--- src/rtl/mem_port_arbiter.sv ---
`default_nettype none
// ============================================================================
// Module  : mem_port_arbiter
// Purpose : Shares one single-ported synchronous RAM (registered q, READ_LAT
//           cycles of read latency) between the fetch unit (read-only) and the
//           memory stage (loads/stores). Every access runs
//           IDLE -> ACCESS -> WAIT (READ_LAT cycles) -> RESP -> IDLE.
//           Data requests have priority over fetch. Fetch is forced through
//           after MAX_STARVE data grants that it has had to wait behind.
// Ports   : clk, rst_n (async, active low)
//           f_req/f_addr            -> f_done/f_rdata   fetch requester
//           d_req/d_wr/d_addr/d_wdata -> d_done/d_rdata data requester
//           ram_addr/ram_wren/ram_data -> RAM, ram_q <- RAM
//           busy  : FSM not idle
//           owner : 0 = fetch, 1 = data (current / last access)
// Option  : MEM_ARB_STATS_EN adds stat_f_grants, stat_d_grants and
//           stat_conflicts (16-bit saturating counters).
// Revision: 1.0  initial release
// ============================================================================
module mem_port_arbiter #(
    parameter int ADDR_W     = 8,
    parameter int DATA_W     = 32,
    parameter int READ_LAT   = 1,
    parameter int MAX_STARVE = 3
) (
    input  logic              clk,
    input  logic              rst_n,
    input  logic              f_req,
    input  logic [ADDR_W-1:0] f_addr,
    output logic              f_done,
    output logic [DATA_W-1:0] f_rdata,
    input  logic              d_req,
    input  logic              d_wr,
    input  logic [ADDR_W-1:0] d_addr,
    input  logic [DATA_W-1:0] d_wdata,
    output logic              d_done,
    output logic [DATA_W-1:0] d_rdata,
    output logic [ADDR_W-1:0] ram_addr,
    output logic              ram_wren,
    output logic [DATA_W-1:0] ram_data,
    input  logic [DATA_W-1:0] ram_q,
    output logic              busy,
`ifdef MEM_ARB_STATS_EN
    output logic [15:0]       stat_f_grants,
    output logic [15:0]       stat_d_grants,
    output logic [15:0]       stat_conflicts,
`endif
    output logic              owner
);

    localparam logic [1:0] c_s_idle   = 2'd0;
    localparam logic [1:0] c_s_access = 2'd1;
    localparam logic [1:0] c_s_wait   = 2'd2;
    localparam logic [1:0] c_s_resp   = 2'd3;

    // Sized with headroom so MAX_STARVE itself is always representable.
    localparam int                  c_starve_w   = $clog2(MAX_STARVE + 2);
    localparam logic [c_starve_w-1:0] c_starve_max = c_starve_w'(MAX_STARVE);
    localparam logic [2:0]          c_wait_init  = 3'(READ_LAT - 1);

    logic [1:0]            r_state;
    logic [2:0]            r_wait_cnt;
    logic [c_starve_w-1:0] r_starve;
    logic                  r_wr;

    logic w_grant;
    logic w_pick_f;

    assign w_grant  = (r_state == c_s_idle) && (f_req || d_req);
    // Fetch wins when it is alone or when it has been starved long enough.
    assign w_pick_f = f_req && (!d_req || (r_starve == c_starve_max));

    assign f_done = (r_state == c_s_resp) && !owner;
    assign d_done = (r_state == c_s_resp) &&  owner;
    assign busy   = (r_state != c_s_idle);

    always_ff @(posedge clk or negedge rst_n) begin
        if (!rst_n) begin
            r_state    <= c_s_idle;
            r_wait_cnt <= '0;
            r_starve   <= '0;
            r_wr       <= 1'b0;
            owner      <= 1'b0;
            ram_addr   <= '0;
            ram_wren   <= 1'b0;
            ram_data   <= '0;
            f_rdata    <= '0;
            d_rdata    <= '0;
        end else begin
            case (r_state)
                c_s_idle: begin
                    if (w_grant) begin
                        r_state  <= c_s_access;
                        owner    <= !w_pick_f;
                        r_wr     <= !w_pick_f && d_wr;
                        // Address and write strobe are registered here so the
                        // RAM sees them for the whole ACCESS cycle.
                        ram_wren <= !w_pick_f && d_wr;
                        if (w_pick_f) begin
                            ram_addr <= f_addr;
                            r_starve <= '0;
                        end else begin
                            ram_addr <= d_addr;
                            ram_data <= d_wdata;
                            if (f_req && (r_starve != c_starve_max))
                                r_starve <= r_starve + 1'b1;
                        end
                    end
                end
                c_s_access: begin
                    ram_wren   <= 1'b0;
                    r_wait_cnt <= c_wait_init;
                    r_state    <= c_s_wait;
                end
                c_s_wait: begin
                    if (r_wait_cnt == 3'd0) begin
                        r_state <= c_s_resp;
                        // ram_q reflects the ACCESS-cycle address only now.
                        if (!r_wr) begin
                            if (owner)
                                d_rdata <= ram_q;
                            else
                                f_rdata <= ram_q;
                        end
                    end else begin
                        r_wait_cnt <= r_wait_cnt - 1'b1;
                    end
                end
                default: begin
                    r_state <= c_s_idle;
                end
            endcase
        end
    end

`ifdef MEM_ARB_STATS_EN
    always_ff @(posedge clk or negedge rst_n) begin
        if (!rst_n) begin
            stat_f_grants  <= '0;
            stat_d_grants  <= '0;
            stat_conflicts <= '0;
        end else if (w_grant) begin
            if (w_pick_f && (stat_f_grants != 16'hFFFF))
                stat_f_grants <= stat_f_grants + 16'd1;
            if (!w_pick_f && (stat_d_grants != 16'hFFFF))
                stat_d_grants <= stat_d_grants + 16'd1;
            if (f_req && d_req && (stat_conflicts != 16'hFFFF))
                stat_conflicts <= stat_conflicts + 16'd1;
        end
    end
`endif

endmodule
`default_nettype wire

--- config.mk ---
export PLATFORM = sky130hd
export DESIGN_NAME = mem_port_arbiter
export DESIGN_NICKNAME = d
export VERILOG_FILES = /design/src/rtl/mem_port_arbiter.sv
export SDC_FILE = /design/constraint.sdc
export NUM_CORES = 1
export LEC_CHECK = 0
export BUFFER_PORTS_ARGS = -buffer_cell sky130_fd_sc_hd__buf_4
export CORE_UTILIZATION = 35
export CTS_CLUSTER_DIAMETER = 60
export CTS_CLUSTER_SIZE = 20
export DETAILED_ROUTE_END_ITERATION = 12
export GPL_ROUTABILITY_DRIVEN = 0
export PLACE_DENSITY = 0.59
export SLEW_MARGIN = 5
export SYNTH_ARGS = -nofsm -noshare
export SYNTH_HDL_FRONTEND = slang
export SYNTH_SLANG_ARGS = --single-unit
export TNS_END_PERCENT = 1
--- constraint.sdc ---
create_clock -name clk -period 4.8 [get_ports clk]
set_input_delay 0.96 -clock clk [delete_from_list [all_inputs] [get_ports clk]]
set_output_delay 0.96 -clock clk [all_outputs]
set_load 0.02 [all_outputs]
==> report_table.html, run 1 <==
<table>
<tr><th>Metric</th><th>Value</th></tr>
<tr><th colspan="2">Outcome</th></tr>
<tr><td>Status</td><td>finished, final reports clean</td></tr>
<tr><th colspan="2">Global routing</th></tr>
<tr><td>Via count of the first global-routing pass</td><td>between 3k and 4k</td></tr>
<tr><td>Wire length of the first global-routing pass</td><td>about 16 mm</td></tr>
<tr><td>Residual overflow from global routing</td><td>0</td></tr>
<tr><td>Global-route track usage on met1</td><td>between 10% and 20%</td></tr>
<tr><td>Largest net degree at the start of global routing</td><td>51</td></tr>
<tr><td>Most crowded layer after global routing</td><td>met2</td></tr>
<tr><td>Met2 demand-to-capacity share in global routing</td><td>about a quarter</td></tr>
<tr><td>Global-route usage over all layers</td><td>~16%</td></tr>
<tr><td>Initial antenna violation count</td><td>0</td></tr>
<tr><td>Met3 demand-to-capacity share in global routing</td><td>around 6.1%</td></tr>
<tr><th colspan="2">STA</th></tr>
<tr><td>Setup repair after global routing missed its margin</td><td>no</td></tr>
<tr><td>Measured slew at the worst slew-check pin</td><td>around 1100 ps</td></tr>
<tr><td>Worst-case clock skew</td><td>around 5.6 ps</td></tr>
<tr><td>Setup violators final</td><td>0</td></tr>
<tr><td>Setup Total Neg Slack</td><td>0 ps</td></tr>
<tr><td>Final critical-path share of the clock period</td><td>54.19%</td></tr>
<tr><td>Post-route worst hold slack</td><td>482.9 ps</td></tr>
<tr><td>Upper clock frequency limit</td><td>384.5 MHz</td></tr>
<tr><td>Final hold violations</td><td>0</td></tr>
<tr><td>Worst relative slew slack</td><td>between 20% and 30%</td></tr>
<tr><td>Final min period</td><td>about 2600 ps</td></tr>
<tr><td>Total count of max-transition violations in the final report</td><td>0</td></tr>
<tr><td>Slack of the critical path</td><td>roughly 2200 ps</td></tr>
<tr><th colspan="2">Synth</th></tr>
<tr><td>Fraction of the mapped netlist area in compound gates</td><td>roughly 5.1%</td></tr>
<tr><td>Gate Count Post-Synth</td><td>between 300 and 400</td></tr>
<tr><td>Number of register bits inferred by synthesis</td><td>approximately 120</td></tr>
<tr><td>Netlist area before placement</td><td>~0.0046 mm^2</td></tr>
<tr><td>Main combinational cell family by area after synthesis</td><td>multiplexers</td></tr>
<tr><td>Post-Synth Simple-Gate Area</td><td>around 3.5%</td></tr>
<tr><td>Synth Area in XOR/XNOR</td><td>0%</td></tr>
<tr><td>Share of synthesized cell area in full adder, half adder and majority cells</td><td>around 2.2%</td></tr>
<tr><td>Mean area per synthesized cell</td><td>14.64 um^2</td></tr>
<tr><td>Register area share after synthesis</td><td>between 60 and 70%</td></tr>
<tr><td>Area fraction of the dominant cell type after synthesis</td><td>just over 60%</td></tr>
<tr><td>Multiplexer share of the synthesized area</td><td>24.00%</td></tr>
<tr><td>Library cell with the highest instance count after synthesis</td><td>sky130_fd_sc_hd__dfrtp_1</td></tr>
<tr><td>Number of distinct library cells after synthesis</td><td>33</td></tr>
<tr><td>Top post-synthesis cells by area</td><td>sky130_fd_sc_hd__dfrtp_1, sky130_fd_sc_hd__mux2_2, sky130_fd_sc_hd__ha_1, sky130_fd_sc_hd__o21ai_0, sky130_fd_sc_hd__buf_6</td></tr>
<tr><td>Top cell types by occurrence after synthesis</td><td>sky130_fd_sc_hd__dfrtp_1, sky130_fd_sc_hd__mux2_2, sky130_fd_sc_hd__nor2_1, sky130_fd_sc_hd__o21ai_0, sky130_fd_sc_hd__inv_1</td></tr>
<tr><td>Warnings, synthesis</td><td>0</td></tr>
<tr><td>Prevailing post-synth register cell</td><td>sky130_fd_sc_hd__dfrtp_1</td></tr>
<tr><td>Number of nets in the synthesized netlist</td><td>410</td></tr>
<tr><td>Number of flops mapped to enable cells by yosys</td><td>0</td></tr>
<tr><td>Share of async-settable or async-resettable flops after synthesis</td><td>between 90% and 100%</td></tr>
<tr><td>Cell type with the highest aggregate area in the netlist</td><td>sky130_fd_sc_hd__dfrtp_1</td></tr>
<tr><th colspan="2">Routing</th></tr>
<tr><td>Antenna-violating nets left</td><td>0</td></tr>
<tr><td>Starting DRT DRC Count</td><td>156</td></tr>
<tr><td>Total Wirelength</td><td>approximately 11 mm</td></tr>
<tr><td>Detailed-route via count</td><td>roughly 3.3k</td></tr>
<tr><td>Average vias per placed instance</td><td>between 4 and 5</td></tr>
<tr><td>Routed wire per std cell</td><td>about 15 um</td></tr>
<tr><td>DRC Markers</td><td>0</td></tr>
<tr><td>Number of optimization iterations in the first detailed-route pass</td><td>4</td></tr>
<tr><th colspan="2">Final layout</th></tr>
<tr><td>Final Instance Area</td><td>0.006771 mm^2</td></tr>
<tr><td>Non-filler cells in the finished layout</td><td>703</td></tr>
<tr><td>Share of layout cells above drive strength 1</td><td>~60%</td></tr>
<tr><td>Antenna Diode Count</td><td>0</td></tr>
<tr><td>Growth of design area from synthesis to finish</td><td>45.95%</td></tr>
<tr><td>Post-layout net count</td><td>approximately 610</td></tr>
<tr><th colspan="2">Flow run</th></tr>
<tr><td>Max capacitance violation total</td><td>0</td></tr>
<tr><th colspan="2">Clock tree</th></tr>
<tr><td>Clock edge transition at the registers on the reported setup and hold paths</td><td>approximately 50 ps</td></tr>
<tr><td>Clock tree root buffer cell</td><td>sky130_fd_sc_hd__clkbuf_16</td></tr>
<tr><td>CTS H-tree lvls</td><td>4</td></tr>
<tr><td>Number of buffers added to fix hold violations after cts</td><td>0</td></tr>
<tr><td>Clock tree from TritonCTS</td><td>built</td></tr>
<tr><td>Clock insertion delay at the later pin of the skew report</td><td>roughly 400 ps</td></tr>
<tr><td>Num CTS Buffers</td><td>17</td></tr>
<tr><td>Post_cts resized</td><td>0</td></tr>
<tr><td>Buffer count from post-CTS setup fixing</td><td>0</td></tr>
<tr><td>Clock Sinks</td><td>around 120</td></tr>
<tr><td>Number of buffers on the longest clock path</td><td>2</td></tr>
<tr><th colspan="2">Worst hold path</th></tr>
<tr><td>Class of the worst hold path</td><td>reg2reg</td></tr>
<tr><th colspan="2">Worst setup path</th></tr>
<tr><td>Category of the worst setup path capture point</td><td>flop</td></tr>
<tr><td>Data arrival at the endpoint of the critical path</td><td>approximately 2900 ps</td></tr>
<tr><td>Crit path kind</td><td>reg2reg</td></tr>
<tr><td>Critical-path maximum fanout</td><td>17</td></tr>
<tr><td>Startpoint Class</td><td>flop</td></tr>
<tr><td>Critical path data required time</td><td>a little over 5000 ps</td></tr>
<tr><th colspan="2">Power and ir drop</th></tr>
<tr><td>Switching fraction of total power</td><td>35.97%</td></tr>
<tr><td>Register share of total power</td><td>32.8%</td></tr>
<tr><td>Power per cell area</td><td>~780 mW/mm^2</td></tr>
<tr><td>Peak supply drop</td><td>~0.00035 V</td></tr>
<tr><td>Internal power</td><td>about 3.4 mW</td></tr>
<tr><td>LEAKAGE</td><td>3.166 nW</td></tr>
<tr><td>Power share of the clock group</td><td>22.0%</td></tr>
<tr><td>Combinational share of power</td><td>a little under half</td></tr>
<tr><td>Net load switching power</td><td>1.888 mW</td></tr>
<tr><th colspan="2">Place</th></tr>
<tr><td>Worst-case setup slack after placement</td><td>about 2200 ps</td></tr>
<tr><td>Post-DP HPWL</td><td>around 7.7 mm</td></tr>
<tr><td>Area of placed instances</td><td>0.006226 mm^2</td></tr>
<tr><td>Placed instance count</td><td>672</td></tr>
<tr><td>Port bufs</td><td>193</td></tr>
<tr><th colspan="2">Floorplanning</th></tr>
<tr><td>Die footprint</td><td>roughly 0.014 mm^2</td></tr>
<tr><td>Number of placement rows</td><td>41</td></tr>
<tr><td>Initial standard-cell utilization of the core</td><td>between 30% and 40%</td></tr>
<tr><td>IO Pins</td><td>a little under 200</td></tr>
<tr><td>Overall die height</td><td>~120 um</td></tr>
<tr><td>Chip width</td><td>117.1 um</td></tr>
<tr><td>Std-Cell Core Area</td><td>~0.013 mm^2</td></tr>
</table>
-- state kept, by name, indices dropped and copies added, names as in the netlist --
register,count
ram_addr,8
ram_data,32
owner,1
r_state,2
r_starve,3
ram_wren,1
f_rdata,32
r_wait_cnt,3
r_wr,1
d_rdata,32
-- path summary, 6_finish.rpt --
kind	slack, ps	start	cells past startpoint	endpoint
min in group asynchronous	580	rst_n	1	ram_addr[7]
max	2200	r_state[0]	5	d_rdata[5]
max in group asynchronous	3290	rst_n	2	ram_data[2]
min	480	r_starve[2]	2	r_starve[2]
min reg2reg	480	r_starve[2]	2	r_starve[2]
max reg2reg	2200	r_state[0]	5	d_rdata[5]
-- metrics by stage --
step / util, % / power [mW]
5_1_grt: 53.01 / 5.552
3_3_place_gp: 48.74 / 4.096
4_1_cts: 53.01 / 5.322
6_report: 53.01 / 5.249
2_1_floorplan: - / 3.133
3_5_place_dp: 48.74 / 4.147
-- worst max-delay path, cell delays in order (launching register included) --
cell and delay [ps]:
sky130_fd_sc_hd__dfrtp_1 420, sky130_fd_sc_hd__inv_1 100, sky130_fd_sc_hd__ha_1 280, sky130_fd_sc_hd__nand4b_1 840, sky130_fd_sc_hd__buf_4 540, sky130_fd_sc_hd__mux2_2 300
-- cells by family after synthesis --
family          count (synthesis)
compound gates                 38
buf+inv                        25
mux                            99
flops                         115
fa+ha+maj                       8
simple gates                   32
-- area by class of cell --
class | instances | area (um^2)
tap | 172 | 215.2
multi-input combinational | 177 | 1613
timing repair buffer | 197 | 1479
sequential | 115 | 2878
clock inverter | 10 | 85.08
fill | 1115 | 6002
clock buffer | 21 | 460.4
inverter | 11 | 41.29
-- placed cells by master, fill, tap and decap left out, types with 2 or more instances in the layout --
| master | instances |
|---|---|
| sky130_fd_sc_hd__a21oi_1 | 8 |
| sky130_fd_sc_hd__a22o_1 | 2 |
| sky130_fd_sc_hd__a31oi_1 | 8 |
| sky130_fd_sc_hd__buf_4 | 197 |
| sky130_fd_sc_hd__clkbuf_1 | 2 |
| sky130_fd_sc_hd__clkbuf_16 | 17 |
| sky130_fd_sc_hd__clkbuf_8 | 2 |
| sky130_fd_sc_hd__clkinv_2 | 5 |
| sky130_fd_sc_hd__clkinvlp_4 | 4 |
| sky130_fd_sc_hd__dfrtp_1 | 115 |
| sky130_fd_sc_hd__ha_1 | 8 |
| sky130_fd_sc_hd__inv_1 | 11 |
| sky130_fd_sc_hd__mux2_1 | 3 |
| sky130_fd_sc_hd__mux2_2 | 95 |
| sky130_fd_sc_hd__nand2_1 | 7 |
| sky130_fd_sc_hd__nand2b_1 | 3 |
| sky130_fd_sc_hd__nand3_1 | 2 |
| sky130_fd_sc_hd__nor2_1 | 12 |
| sky130_fd_sc_hd__nor2b_1 | 3 |
| sky130_fd_sc_hd__o21a_1 | 2 |
| sky130_fd_sc_hd__o21ai_0 | 12 |
-- power groups by stage --
stage	logic, mW	registers [mW]	clock network [mW]
global route	2.55	1.78	1.22
finish	2.38	1.72	1.15
global placement	2.37	1.72	0
detailed placement	2.41	1.74	0
floorplan	0.854	2.28	0
CTS	2.41	1.73	1.18
-- layer usage --
layer | vias up | routed length [um]
li1 | 1522 | -
met1 | 1645 | 4414
met2 | 119 | 5305
met3 | 13 | 746
met4 | 0 | 96
met5 | - | 0
No activity file was read; power rests on OpenSTA's default activity.
==> run 2: changes to the inputs <==
clock period = 2.5 ns   (was 4.8 ns; I/O delays follow)
==> report_table.html, run 2 (synthesis gave the netlist of run 1 again) <==
<table>
<tr><th>Metric</th><th>Value</th></tr>
<tr><th colspan="2">Outcome</th></tr>
<tr><td>Status</td><td>finished, final reports clean</td></tr>
<tr><th colspan="2">Worst setup path</th></tr>
<tr><td>Critical-path maximum fanout</td><td>8 (-9)</td></tr>
<tr><td>Data arrival at the endpoint of the critical path</td><td>1500 ps (-1380 ps)</td></tr>
<tr><td>Category of the worst setup path capture point</td><td>output pin</td></tr>
<tr><td>Startpoint Class</td><td>flop</td></tr>
<tr><td>Crit path kind</td><td>reg2out</td></tr>
<tr><td>Critical path data required time</td><td>2000 ps (-3080 ps)</td></tr>
<tr><th colspan="2">Final layout</th></tr>
<tr><td>Share of layout cells above drive strength 1</td><td>61.24% (+0.22 points)</td></tr>
<tr><td>Antenna Diode Count</td><td>0 (unchanged)</td></tr>
<tr><td>Largest registers</td><td>d_rdata (32), f_rdata (32), ram_data (32)</td></tr>
<tr><td>Layout Utilization</td><td>53.79% (+0.77 points)</td></tr>
<tr><td>Post-layout net count</td><td>614 (+0.33%)</td></tr>
<tr><td>Growth of design area from synthesis to finish</td><td>48.09%</td></tr>
<tr><td>Leading cell type in the layout, fill and taps excluded</td><td>sky130_fd_sc_hd__buf_4</td></tr>
<tr><td>Highest-count cells in the layout ignoring fill and taps</td><td>sky130_fd_sc_hd__buf_4, sky130_fd_sc_hd__dfrtp_1, sky130_fd_sc_hd__mux2_2</td></tr>
<tr><td>Number of fill cells</td><td>1112 (-0.27%)</td></tr>
<tr><th colspan="2">Clock tree</th></tr>
<tr><td>Number of buffers added to fix hold violations after cts</td><td>0 (unchanged)</td></tr>
<tr><td>Clock Sinks</td><td>115 (unchanged)</td></tr>
<tr><td>CTS H-tree lvls</td><td>4 (unchanged)</td></tr>
<tr><td>Num CTS Buffers</td><td>17 (unchanged)</td></tr>
<tr><td>Clock insertion delay at the later pin of the skew report</td><td>410 ps (about the same)</td></tr>
<tr><td>Clock edge transition at the registers on the reported setup and hold paths</td><td>50 ps (about the same)</td></tr>
<tr><td>Number of buffers on the longest clock path</td><td>2 (unchanged)</td></tr>
<tr><td>Post_cts resized</td><td>0 (unchanged)</td></tr>
<tr><td>Clock tree from TritonCTS</td><td>built</td></tr>
<tr><td>Clock tree root buffer cell</td><td>sky130_fd_sc_hd__clkbuf_16</td></tr>
<tr><td>Buffer count from post-CTS setup fixing</td><td>0 (unchanged)</td></tr>
<tr><th colspan="2">Floorplanning</th></tr>
<tr><td>Number of placement rows</td><td>41 (unchanged)</td></tr>
<tr><td>Die footprint</td><td>0.01372 mm^2 (unchanged)</td></tr>
<tr><td>Chip width</td><td>117.1 um (unchanged)</td></tr>
<tr><td>Std-Cell Core Area</td><td>0.01277 mm^2 (unchanged)</td></tr>
<tr><td>IO Pins</td><td>194 (unchanged)</td></tr>
<tr><td>Overall die height</td><td>117.1 um (unchanged)</td></tr>
<tr><td>Initial standard-cell utilization of the core</td><td>36.32% (unchanged)</td></tr>
<tr><th colspan="2">STA</th></tr>
<tr><td>Total count of max-transition violations in the final report</td><td>0 (unchanged)</td></tr>
<tr><td>Setup Total Neg Slack</td><td>0 ps (unchanged)</td></tr>
<tr><td>Setup repair after global routing missed its margin</td><td>no</td></tr>
<tr><td>Slack of the critical path</td><td>495.1 ps (-1704 ps)</td></tr>
<tr><td>Final hold violations</td><td>0 (unchanged)</td></tr>
<tr><td>Setup violators final</td><td>0 (unchanged)</td></tr>
<tr><td>Worst-case clock skew</td><td>6.913 ps (+1.288 ps)</td></tr>
<tr><td>Upper clock frequency limit</td><td>roughly 500 MHz</td></tr>
<tr><td>Final critical-path share of the clock period</td><td>approximately 80%</td></tr>
<tr><td>Final min period</td><td>roughly 2000 ps</td></tr>
<tr><td>Worst relative slew slack</td><td>52.61% (+27 points)</td></tr>
<tr><td>Measured slew at the worst slew-check pin</td><td>706.2 ps (-403.7 ps)</td></tr>
<tr><th colspan="2">Power and ir drop</th></tr>
<tr><td>LEAKAGE</td><td>3.219 nW (+1.7%)</td></tr>
<tr><td>Power per cell area</td><td>1504 mW/mm^2 (+94%)</td></tr>
<tr><td>Peak supply drop</td><td>0.0006725 V (+90%)</td></tr>
<tr><th colspan="2">Global routing</th></tr>
<tr><td>Initial antenna violation count</td><td>0 (unchanged)</td></tr>
<tr><td>Residual overflow from global routing</td><td>0 (unchanged)</td></tr>
<tr><td>Wire length of the first global-routing pass</td><td>16.93 mm (+4.4%)</td></tr>
<tr><td>Largest net degree at the start of global routing</td><td>116 (+130%)</td></tr>
<tr><td>Global-route usage over all layers</td><td>16.67% (+0.87 points)</td></tr>
<tr><td>Via count of the first global-routing pass</td><td>3431 (+5.8%)</td></tr>
<tr><th colspan="2">Routing</th></tr>
<tr><td>Number of optimization iterations in the first detailed-route pass</td><td>4 (unchanged)</td></tr>
<tr><td>Routed wire per std cell</td><td>14.96 um (-0.46%)</td></tr>
<tr><td>Starting DRT DRC Count</td><td>108 (-31%)</td></tr>
<tr><td>Total Wirelength</td><td>10.56 mm (about the same)</td></tr>
<tr><td>Detailed-route via count</td><td>3264 (-1.1%)</td></tr>
<tr><td>Antenna-violating nets left</td><td>0 (unchanged)</td></tr>
<tr><td>DRC Markers</td><td>0 (unchanged)</td></tr>
<tr><td>Average vias per placed instance</td><td>4.623 (-1.5%)</td></tr>
<tr><th colspan="2">Place</th></tr>
<tr><td>Worst-case setup slack after placement</td><td>607.4 ps (-1545 ps)</td></tr>
<tr><td>Post-DP HPWL</td><td>7.598 mm (-1.8%)</td></tr>
<tr><td>Port bufs</td><td>193 (unchanged)</td></tr>
<tr><th colspan="2">Flow run</th></tr>
<tr><td>Max capacitance violation total</td><td>0 (unchanged)</td></tr>
<tr><th colspan="2">Worst hold path</th></tr>
<tr><td>Class of the worst hold path</td><td>in2async</td></tr>
</table>
-- run 2: worst max-delay path: stages (launching register included) --
cell and delay, ps:
sky130_fd_sc_hd__dfrtp_1 420, sky130_fd_sc_hd__inv_1 100, sky130_fd_sc_hd__ha_1 300, sky130_fd_sc_hd__inv_1 110
sky130_fd_sc_hd__buf_4 180
-- run 2: where the power goes --
part / internal (mW) / switching, mW / leakage [nW] / total, mW
Clock: 1.63 / 0.808 / 0.296 / 2.44
Sequential: 2.80 / 0.509 / 1.36 / 3.31
Combinational: 2.27 / 2.30 / 1.57 / 4.58
Total: 6.71 / 3.62 / 3.22 / 10.3
-- run 2: through the flow --
stage	total power, mW	hold slack (ps)	instance area [um^2]	instances
after floorplan	6.015	204.4	4639	317
after global placement	7.894	461.2	6266	674
after detailed placement	7.989	470.5	6266	674
after CTS	10.48	204.6	6870	706
after global routing	10.98	186.9	6870	706
final	10.33	113.8	6870	706
-- run 2: per-layer routing --
| layer | part of all wire [%] | GRT usage (%) |
|---|---|---|
| met2 | 51 | 27.77 |
| met4 | 1.6 | 7.173 |
| met3 | 6.3 | 6.076 |
| met5 | 0 | 0 |
| met1 | 41 | 19.39 |
-- run 2: path summary, 6_finish.rpt --
path                             start      endpoint  slack [ps]  cells after the start
setup / recovery            r_state[0]          busy         500                      4
hold / removal                   rst_n  ram_data[27]         110                      2
setup reg to reg            r_state[0]    f_rdata[9]         620                      6
hold reg to reg            r_starve[2]   r_starve[2]         480                      2
max in group asynchronous        rst_n   d_rdata[27]        1840                      2
min in group clk           d_wdata[27]  ram_data[27]         310                      2
-- run 2: cell type report --
class / count / area [um^2] / share of cell area (%)
timing repair buffer: 199 / 1519 / 22.11
tap: 172 / 215.2 / 3.132
clock inverter: 10 / 130.1 / 1.894
multi-input combinational: 177 / 1613 / 23.47
clock buffer: 22 / 474.2 / 6.902
inverter: 11 / 41.29 / 0.6010
sequential: 115 / 2878 / 41.89
